===== src/rtl/rv_p4_pkg.sv =====
// Shared RV-P4 pipeline definitions: PHV geometry, per-PHV metadata and MAU timing.
package rv_p4_pkg;

  localparam int PHV_BITS       = 64;
  localparam int MAU_PIPE_LAT   = 4;
  localparam int MAU_IBUF_DEPTH = 8;

  typedef struct packed {
    logic [3:0] port;
    logic [7:0] seq_tag;
    logic [3:0] flags;
  } phv_meta_t;

  localparam int PHV_META_BITS = $bits(phv_meta_t);

endpackage


===== src/rtl/phv_if.sv =====
// PHV transfer bundle between pipeline stages; src drives data, dst drives ready.
interface phv_if;
  import rv_p4_pkg::*;

  logic                valid;
  logic                ready;
  logic [PHV_BITS-1:0] data;
  phv_meta_t           meta;

  modport src (output valid, output data, output meta, input  ready);
  modport dst (input  valid, input  data, input  meta, output ready);

endinterface


===== src/rtl/mau_phv_ibuf.sv =====
// Inter-stage PHV elastic buffer: unconditional push, early throttle with SKID
// reserved slots, show-ahead valid/ready output, occupancy statistics.
module mau_phv_ibuf
  import rv_p4_pkg::*;
#(
  parameter int DEPTH = MAU_IBUF_DEPTH,
  parameter int SKID  = MAU_PIPE_LAT
) (
  input  logic                       clk_dp,
  input  logic                       rst_dp_n,
  phv_if.dst                         phv_in,
  phv_if.src                         phv_out,
  input  logic                       stat_clr,
  output logic [$clog2(DEPTH+1)-1:0] occupancy,
  output logic [$clog2(DEPTH+1)-1:0] hwm,
  output logic [15:0]                ovf_cnt
);

  localparam int PW = (DEPTH > 1) ? $clog2(DEPTH) : 1;
  localparam int CW = $clog2(DEPTH+1);
  localparam int EW = PHV_BITS + PHV_META_BITS;

  localparam logic [PW-1:0] PTR_LAST = PW'(DEPTH - 1);
  localparam logic [CW-1:0] CNT_FULL = CW'(DEPTH);
  localparam logic [CW-1:0] RDY_THR  = CW'(DEPTH - SKID);

  logic [EW-1:0] mem_q [DEPTH];

  logic [PW-1:0] wr_ptr_q, wr_ptr_d;
  logic [PW-1:0] rd_ptr_q, rd_ptr_d;
  logic [CW-1:0] count_q,  count_d;
  logic [CW-1:0] hwm_q,    hwm_d;
  logic [15:0]   ovf_q,    ovf_d;
  logic          push, pop, drop;

  always_comb begin
    pop      = (count_q != '0) && phv_out.ready;
    // A full buffer still accepts when the head retires in the same cycle.
    push     = phv_in.valid && ((count_q != CNT_FULL) || pop);
    drop     = phv_in.valid && !push;
    wr_ptr_d = wr_ptr_q;
    rd_ptr_d = rd_ptr_q;
    count_d  = count_q;
    hwm_d    = hwm_q;
    ovf_d    = ovf_q;

    if (push) wr_ptr_d = (wr_ptr_q == PTR_LAST) ? '0 : wr_ptr_q + 1'b1;
    if (pop)  rd_ptr_d = (rd_ptr_q == PTR_LAST) ? '0 : rd_ptr_q + 1'b1;

    case ({push, pop})
      2'b10:   count_d = count_q + 1'b1;
      2'b01:   count_d = count_q - 1'b1;
      default: count_d = count_q;
    endcase

    if (stat_clr) begin
      hwm_d = '0;
      ovf_d = '0;
    end else begin
      if (count_d > hwm_q)                 hwm_d = count_d;
      if (drop && (ovf_q != 16'hFFFF))     ovf_d = ovf_q + 16'd1;
    end
  end

  always_ff @(posedge clk_dp or negedge rst_dp_n) begin
    if (!rst_dp_n) begin
      wr_ptr_q <= '0;
      rd_ptr_q <= '0;
      count_q  <= '0;
      hwm_q    <= '0;
      ovf_q    <= '0;
    end else begin
      wr_ptr_q <= wr_ptr_d;
      rd_ptr_q <= rd_ptr_d;
      count_q  <= count_d;
      hwm_q    <= hwm_d;
      ovf_q    <= ovf_d;
    end
  end

  // Storage carries no reset; entries are only observed while count covers them.
  always_ff @(posedge clk_dp) begin
    if (push) mem_q[wr_ptr_q] <= {phv_in.meta, phv_in.data};
  end

  assign {phv_out.meta, phv_out.data} = mem_q[rd_ptr_q];
  assign phv_out.valid = (count_q != '0);
  assign phv_in.ready  = (count_q < RDY_THR);

  assign occupancy = count_q;
  assign hwm       = hwm_q;
  assign ovf_cnt   = ovf_q;

endmodule


===== src/flat_wrapper.sv =====
// flat-port wrapper written by rule: the top's interface ports become plain ports
module mau_phv_ibuf_flat import rv_p4_pkg::*;
#(
  parameter int DEPTH = MAU_IBUF_DEPTH,
  parameter int SKID  = MAU_PIPE_LAT
)
  (clk_dp, rst_dp_n, stat_clr, occupancy, hwm, ovf_cnt, phv_in_valid, phv_in_data, phv_in_meta, phv_in_ready, phv_out_valid, phv_out_data, phv_out_meta, phv_out_ready);
  phv_if phv_in_i ();
  phv_if phv_out_i ();
  input  logic clk_dp;
  input  logic rst_dp_n;
  input  logic stat_clr;
  output logic [$clog2(DEPTH+1)-1:0] occupancy;
  output logic [$clog2(DEPTH+1)-1:0] hwm;
  output logic [15:0] ovf_cnt;
  input wire logic [$bits(phv_in_i.valid)-1:0] phv_in_valid;
  input wire logic [$bits(phv_in_i.data)-1:0] phv_in_data;
  input wire logic [$bits(phv_in_i.meta)-1:0] phv_in_meta;
  output wire logic [$bits(phv_in_i.ready)-1:0] phv_in_ready;
  output wire logic [$bits(phv_out_i.valid)-1:0] phv_out_valid;
  output wire logic [$bits(phv_out_i.data)-1:0] phv_out_data;
  output wire logic [$bits(phv_out_i.meta)-1:0] phv_out_meta;
  input wire logic [$bits(phv_out_i.ready)-1:0] phv_out_ready;
  assign phv_in_i.valid = phv_in_valid;
  assign phv_in_i.data = phv_in_data;
  assign phv_in_i.meta = phv_in_meta;
  assign phv_in_ready = phv_in_i.ready;
  assign phv_out_valid = phv_out_i.valid;
  assign phv_out_data = phv_out_i.data;
  assign phv_out_meta = phv_out_i.meta;
  assign phv_out_i.ready = phv_out_ready;
  mau_phv_ibuf #(.DEPTH(DEPTH), .SKID(SKID)) u_core (.clk_dp(clk_dp), .rst_dp_n(rst_dp_n), .phv_in(phv_in_i), .phv_out(phv_out_i), .stat_clr(stat_clr), .occupancy(occupancy), .hwm(hwm), .ovf_cnt(ovf_cnt));
endmodule

===== config.mk =====
export PLATFORM = sky130hd
export DESIGN_NAME = mau_phv_ibuf_flat
export DESIGN_NICKNAME = d
export VERILOG_FILES = /design/src/rtl/rv_p4_pkg.sv /design/src/rtl/phv_if.sv /design/src/rtl/mau_phv_ibuf.sv /design/src/flat_wrapper.sv
export SDC_FILE = /design/constraint.sdc
export NUM_CORES = 1
export LEC_CHECK = 0
export CORE_UTILIZATION = 53
export DETAILED_ROUTE_END_ITERATION = 16
export GPL_TIMING_DRIVEN = 0
export PLACE_DENSITY_LB_ADDON = 0.15
export SYNTH_ARGS = -nofsm -noshare
export SYNTH_HDL_FRONTEND = slang
export SYNTH_SLANG_ARGS = --single-unit

===== constraint.sdc =====
create_clock -name clk_dp -period 9.7 [get_ports clk_dp]
set_input_delay 1.94 -clock clk_dp [delete_from_list [all_inputs] [get_ports clk_dp]]
set_output_delay 1.94 -clock clk_dp [all_outputs]
set_load 0.005 [all_outputs]

Word level (Yosys, flattened, before mapping)

Memories as Yosys holds them, arrays and structs flattened.
Cells that the tools add are included.

$add $sub $neg: 5
Order comparisons: 2
Eq/ne operators: 6
Multiplexer cells: 9
Reduce and logical (&&, ||, !) cells: 9

Operator list:

| kind                                                                  | count |
|---|---|
| 16-bit two-way mux                                                    | 2 |
| 16-bit by 1-bit adder with 16-bit output, second input constant       | 1 |
| 16-bit != test, second input constant                                 | 1 |
| 4-bit two-way mux                                                     | 2 |
| 4-bit one-hot mux with 2 select lines                                 | 1 |
| 3-bit by 1-bit adder with 3-bit output, second input constant         | 2 |
| 3-bit equality test, second input constant                            | 2 |
| 3-bit two-way mux                                                     | 2 |
| 4-bit by 1-bit adder with 4-bit output, second input constant         | 1 |
| 4-bit greater-than comparator                                         | 1 |
| 1-bit logical AND                                                     | 4 |
| 4-bit by 3-bit < comparator with 1-bit output, second input constant  | 1 |
| 4-bit != test, second input constant                                  | 1 |
| 2-bit nonzero test                                                    | 2 |
| 4-bit nonzero test                                                    | 1 |
| 4-bit by 1-bit subtractor with 4-bit output, second input constant    | 1 |
| 2-bit by 1-bit equality test with 1-bit output, second input constant | 1 |
| 2-bit equality test, second input constant                            | 1 |
| 1-bit two-way mux                                                     | 2 |
| 1-bit logical NOT                                                     | 1 |
| 1-bit logical OR                                                      | 1 |

Register bits after elaboration: 30
Bits in writable memories: 640
Bits of input ports: 85
Output and inout bits: 106
Logic and storage cells: 37
Memories: 1

Memories:

| memory       | words | bits a word | rd ports | clocked after Yosys merged registers in | write ports | line               | text |
|---|---|---|---|---|---|---|---|
| u_core.mem_q | 8     | 80          | 1        | 0                                       | 1           | mau_phv_ibuf.sv:27 | `logic [EW-1:0] mem_q [DEPTH];` |

Longest topological paths before layout

Depth in word-level cells: 9
Depth in mapped cells: 16
Gate-level depth less buffers: 14

Worst setup path after synthesis

Ideal clock, no wire load.

Path type: input port to flip-flop
Start: input port phv_out_ready
End: memory u_core.mem_q[0][0] in the netlist's numbering, enable pin
Setup time: 0.715 ns
Data arrival time: 9.969 ns
Data required time: 8.985 ns
Slack: -0.983 ns
Stages: 4
Buffers on the path: 1
Path through: buf_2 > nand3b_1 > nand2_1 > nor4_1

Word-level cells in the longest chain between the ends: 5

Ends and longest elaborated chain:

| what                                    | line               | text |
|---|---|---|
| start: declaration                      | flat_wrapper.sv:23 | `input wire logic [$bits(phv_out_i.ready)-1:0] phv_out_ready;` |
| 1-bit logical AND                       | mau_phv_ibuf.sv:37 | `pop = (count_q != '0) && phv_out.ready;` |
| 1-bit logical OR                        | mau_phv_ibuf.sv:39 | `push = phv_in.valid && ((count_q != CNT_FULL) \|\| pop);` |
| 1-bit logical AND                       | mau_phv_ibuf.sv:39 |  |
| 1-bit two-way mux                       | mau_phv_ibuf.sv:83 | `if (push) mem_q[wr_ptr_q] <= {phv_in.meta, phv_in.data};` |
| 1-bit two-way mux (not written as such) | mau_phv_ibuf.sv:83 |  |
| end: declaration                        | mau_phv_ibuf.sv:27 |  |

Every way passes these cells.

Worst setup path after layout

Start: register u_core.rd_ptr_q[1]
End: output port phv_out_meta[7]

Word-level cells in the longest chain between the ends: 1

Ends and longest elaborated chain:

| what                     | line               | text |
|---|---|---|
| start: declaration       | mau_phv_ibuf.sv:30 | `logic [PW-1:0] rd_ptr_q, rd_ptr_d;` |
| start signal: assignment | mau_phv_ibuf.sv:74 | `rd_ptr_q <= rd_ptr_d;` |
| memory 8 x 80 bit        | --                 |  |
| end: declaration         | flat_wrapper.sv:22 | `output wire logic [$bits(phv_out_i.meta)-1:0] phv_out_meta;` |

Every way passes these cells.

==> flow_metrics.tcl <==
set metrics [dict create \
    timing.final.crit_share_pct 62.99 \
    synth_top_flop_cell "sky130_fd_sc_hd__edfxtp_1" \
    finalCoreUtilization_pct 65.94 \
    cpMaxStageDelayCell "sky130_fd_sc_hd__clkbuf_1" \
    first_global_vias 13020 \
    rows 80 \
    p_leak_nw 10.30 \
    syn_avg_cell_area_um2 23.08 \
    met2_capacity_usage_during_global_routing_pct 36.20 \
    placement.cell_area_mm2 0.02938 \
    synthToLayoutAreaGrowth_pct 22.33 \
    initial_utilization_pct 53.91 \
    mappedNetlistArea_mm2 0.02585 \
    status "finished clean" \
    critical-path-top-cell-by-count "sky130_fd_sc_hd__clkbuf_1" \
    finalWirelength_um 53710 \
    core-area_mm2 0.04795 \
    drt_iter0_drc 978 \
    hold_path_class "reg -> reg" \
    floorplan.die.height_um 222.8 \
    worst-endpoint-required_ps 7760 \
    cts_hold_buffers 0 \
    postCtsSetupRepairBufs 0 \
    post_synth_num_cell_types 55 \
    grt_start_max_net_pins 31 \
    groute.layer.met3.usage_pct 5.131 \
    cts_htree_levels 3 \
    io-pin-count 191 \
    synth_enable_flop_cells 640 \
    synth-seq-area-share_pct 77.26 \
    post_route_cells_drive_above_1_share_pct 29.32 \
    clock_insertion_delay_worst_skew_ps 590 \
    yosys_register_bits 670 \
    via_count 12280 \
    port_buffers 190 \
    worstPathCellList "clkbuf_1, clkbuf_1, clkbuf_1, mux4_2, mux2_2, clkdlybuf4s50_1" \
    globalRouteTotalUtil_pct 22.47 \
    detailedRoute.firstPassIterationCount 5 \
    grt_pass1_wl_um 81140 \
    final_cell_mix "sky130_fd_sc_hd__edfxtp_1, sky130_fd_sc_hd__clkdlybuf4s50_1, sky130_fd_sc_hd__mux4_2, sky130_fd_sc_hd__mux2_2, sky130_fd_sc_hd__clkbuf_16" \
    tritoncts.num_buffers 71 \
    clock_skew_ps 14.68 \
    rsz_0062_raised_after_global_routing "false" \
    drcViolationCount 0 \
    cap_viol_max_count 0 \
    yosysWarningCount 0 \
    finalCriticalPeriod_ps 6111 \
    worst-slew-pin-transition_ps 899.9 \
    most_used_layer_global_route "met2" \
    total_congestion_overflow 0 \
    clock_sinks 670 \
    num-nets-final 1539 \
    cellPowerDensity_mw_per_mm2 298.6 \
    drv_slew 0 \
    cts_buffer_depth 3 \
    final_setup_fails 0 \
    clock_pin_transition_on_the_worst_setup_and_hold_timing_paths_ps 60 \
    cts-root-buf "sky130_fd_sc_hd__clkbuf_16" \
    post_cts_resize_count 0 \
    critPathBufInv 4 \
    synth.net_count 1217 \
    tritoncts "done" \
    timing.fmax_ghz 0.1637 \
    detail_route.wl_per_cell_um 25.44 \
    route.detailed.vias_per_inst 5.818 \
    worst_ep_arrival_time_ps 4170 \
    critical_path.top_delay_family "buffers and inverters" \
    detailed_place_hpwl_um 35110 \
    final_common_cell "sky130_fd_sc_hd__edfxtp_1" \
    initial_antenna_violation_count 5 \
    timing.critical_path.fanout_max 10 \
    global_route.usage.met1_pct 31.25 \
    finalPower_mw 9.442 \
    worst_path_largest_cell_delay_ps 710 \
    worst_ir_drop_vdd_v 0.0002061 \
    synth_cells 1120 \
    design_area_mm2 0.03162 \
    die_footprint_mm2 0.04965 \
    max_slew_margin_pct 39.86 \
    finalHoldViolations 0 \
    globalplace.congestion 0.7799 \
    crit_path_end_kind "output pin" \
    final_antenna_net_count 0 \
    x_dimension_of_the_die_um 222.8 \
    timing.critical_path.from_type "register" \
    timing_worst_setup_path_type "reg -> out" \
    synth-async-reset-ratio_pct 4.478 \
]
through the flow:
step / worst slack (ps) / instances / hold slack (ps) / setup TNS, ps
global route: 3446 / 2109 / 618.9 / 0
global placement: -5378 / 1925 / 541.3 / -2066620
floorplan: 1165 / 1120 / 532.5 / 0
finish: 3589 / 2111 / 553.8 / 0
CTS: 3508 / 2109 / 563.1 / 0
detailed placement: 4121 / 1984 / 549.1 / 0
metal layers:
metal  share of wire [%]  vias up
li1                    -     5383
met1                  43     6513
met2                  50      306
met3                 5.8       72
met4                 1.6        8
met5               0.099        -
worst min-delay path, stage by stage (launching register included):
cell and delay (ps):
sky130_fd_sc_hd__dfrtp_1 360, sky130_fd_sc_hd__mux2i_1 80, sky130_fd_sc_hd__nor2_1 80
where the power goes:
group          total, mW  switching [mW]  internal [mW]  leakage [nW]
combinational       3.13            1.43           1.69          3.02
sequential          3.73           0.115           3.61          6.21
clock               2.59            1.06           1.53          1.08
total               9.44            2.61           6.83          10.3
registers in the layout (all words and copies together), names as in the netlist:
register          cells
u_core.mem_q        640
u_core.ovf_cnt       16
u_core.hwm            4
u_core.occupancy      4
u_core.rd_ptr_q       3
u_core.wr_ptr_q       3
cells in the mapped netlist (all sizes together), types with 2 or more instances:
| cell type | n | area [µm²] |
|---|---|---|
| a211oi | 5 | 42.54 |
| a21oi | 8 | 40.04 |
| a2111oi | 3 | 27.53 |
| mux2 | 87 | 979.7 |
| nor4b | 3 | 26.28 |
| xnor2 | 12 | 105.1 |
| inv | 7 | 26.28 |
| mux2i | 6 | 60.06 |
| ha | 11 | 137.6 |
| and2 | 3 | 21.27 |
| nand2 | 13 | 48.80 |
| and3 | 3 | 18.77 |
| a21o | 3 | 22.52 |
| nor2 | 25 | 93.84 |
| nor2b | 4 | 25.02 |
| nand2b | 2 | 12.51 |
| nand3b | 2 | 15.01 |
| a22oi | 2 | 15.01 |
| clkbuf | 27 | 121.4 |
| edfxtp | 640 | 19220 |
| nor3 | 7 | 46.30 |
| dfrtp | 30 | 750.7 |
| nand4 | 2 | 12.51 |
| nand3 | 9 | 45.04 |
| nor4 | 3 | 33.78 |
| buf | 24 | 121.4 |
| mux4 | 160 | 3603 |
logic make-up (layout without fill, tap and decap cells):
kind of cell,after synthesis,count (layout),share of synthesized area (%)
flops,670,670,77.26
mux,253,253,17.96
simple gates,82,82,1.728
buf+inv,59,433,1.075
compound gates,31,31,0.9198
xor+xnor,13,13,0.4405
fa+ha+maj,12,12,0.6100
other cells,0,2,0
path summary, 6_finish.rpt:
kind / cells after the start / startpoint / slack [ps] / to
worst max-delay path: 6 / u_core.rd_ptr_q[1]$_DFFE_PN0N_ / 3590 / phv_out_meta[7]
worst min-delay path: 2 / u_core.hwm[1]$_DFFE_PN0P_ / 550 / u_core.hwm[1]$_DFFE_PN0P_
worst max register to register: 13 / u_core.occupancy[2]$_DFF_PN0_ / 5580 / u_core.hwm[3]$_DFFE_PN0P_
worst min register to register: 2 / u_core.hwm[1]$_DFFE_PN0P_ / 550 / u_core.hwm[1]$_DFFE_PN0P_
max in group asynchronous: 1 / rst_dp_n / 7840 / u_core.rd_ptr_q[2]$_DFFE_PN0N_
min in group asynchronous: 1 / rst_dp_n / 1400 / u_core.ovf_cnt[6]$_DFFE_PN0P_
cell type report:
cell class / instances / area [µm²]
diodes: 2 / 5.005
plain buffers: 52 / 251.5
clock buffers: 88 / 1904
clock inverters: 37 / 324.1
fillers: 3105 / 16330
inverters: 7 / 26.28
multi-input cells: 391 / 5657
flip-flops and latches: 670 / 19970
well taps: 615 / 769.5
repair buffers: 249 / 2710
Power figures use the tool's default switching activity.
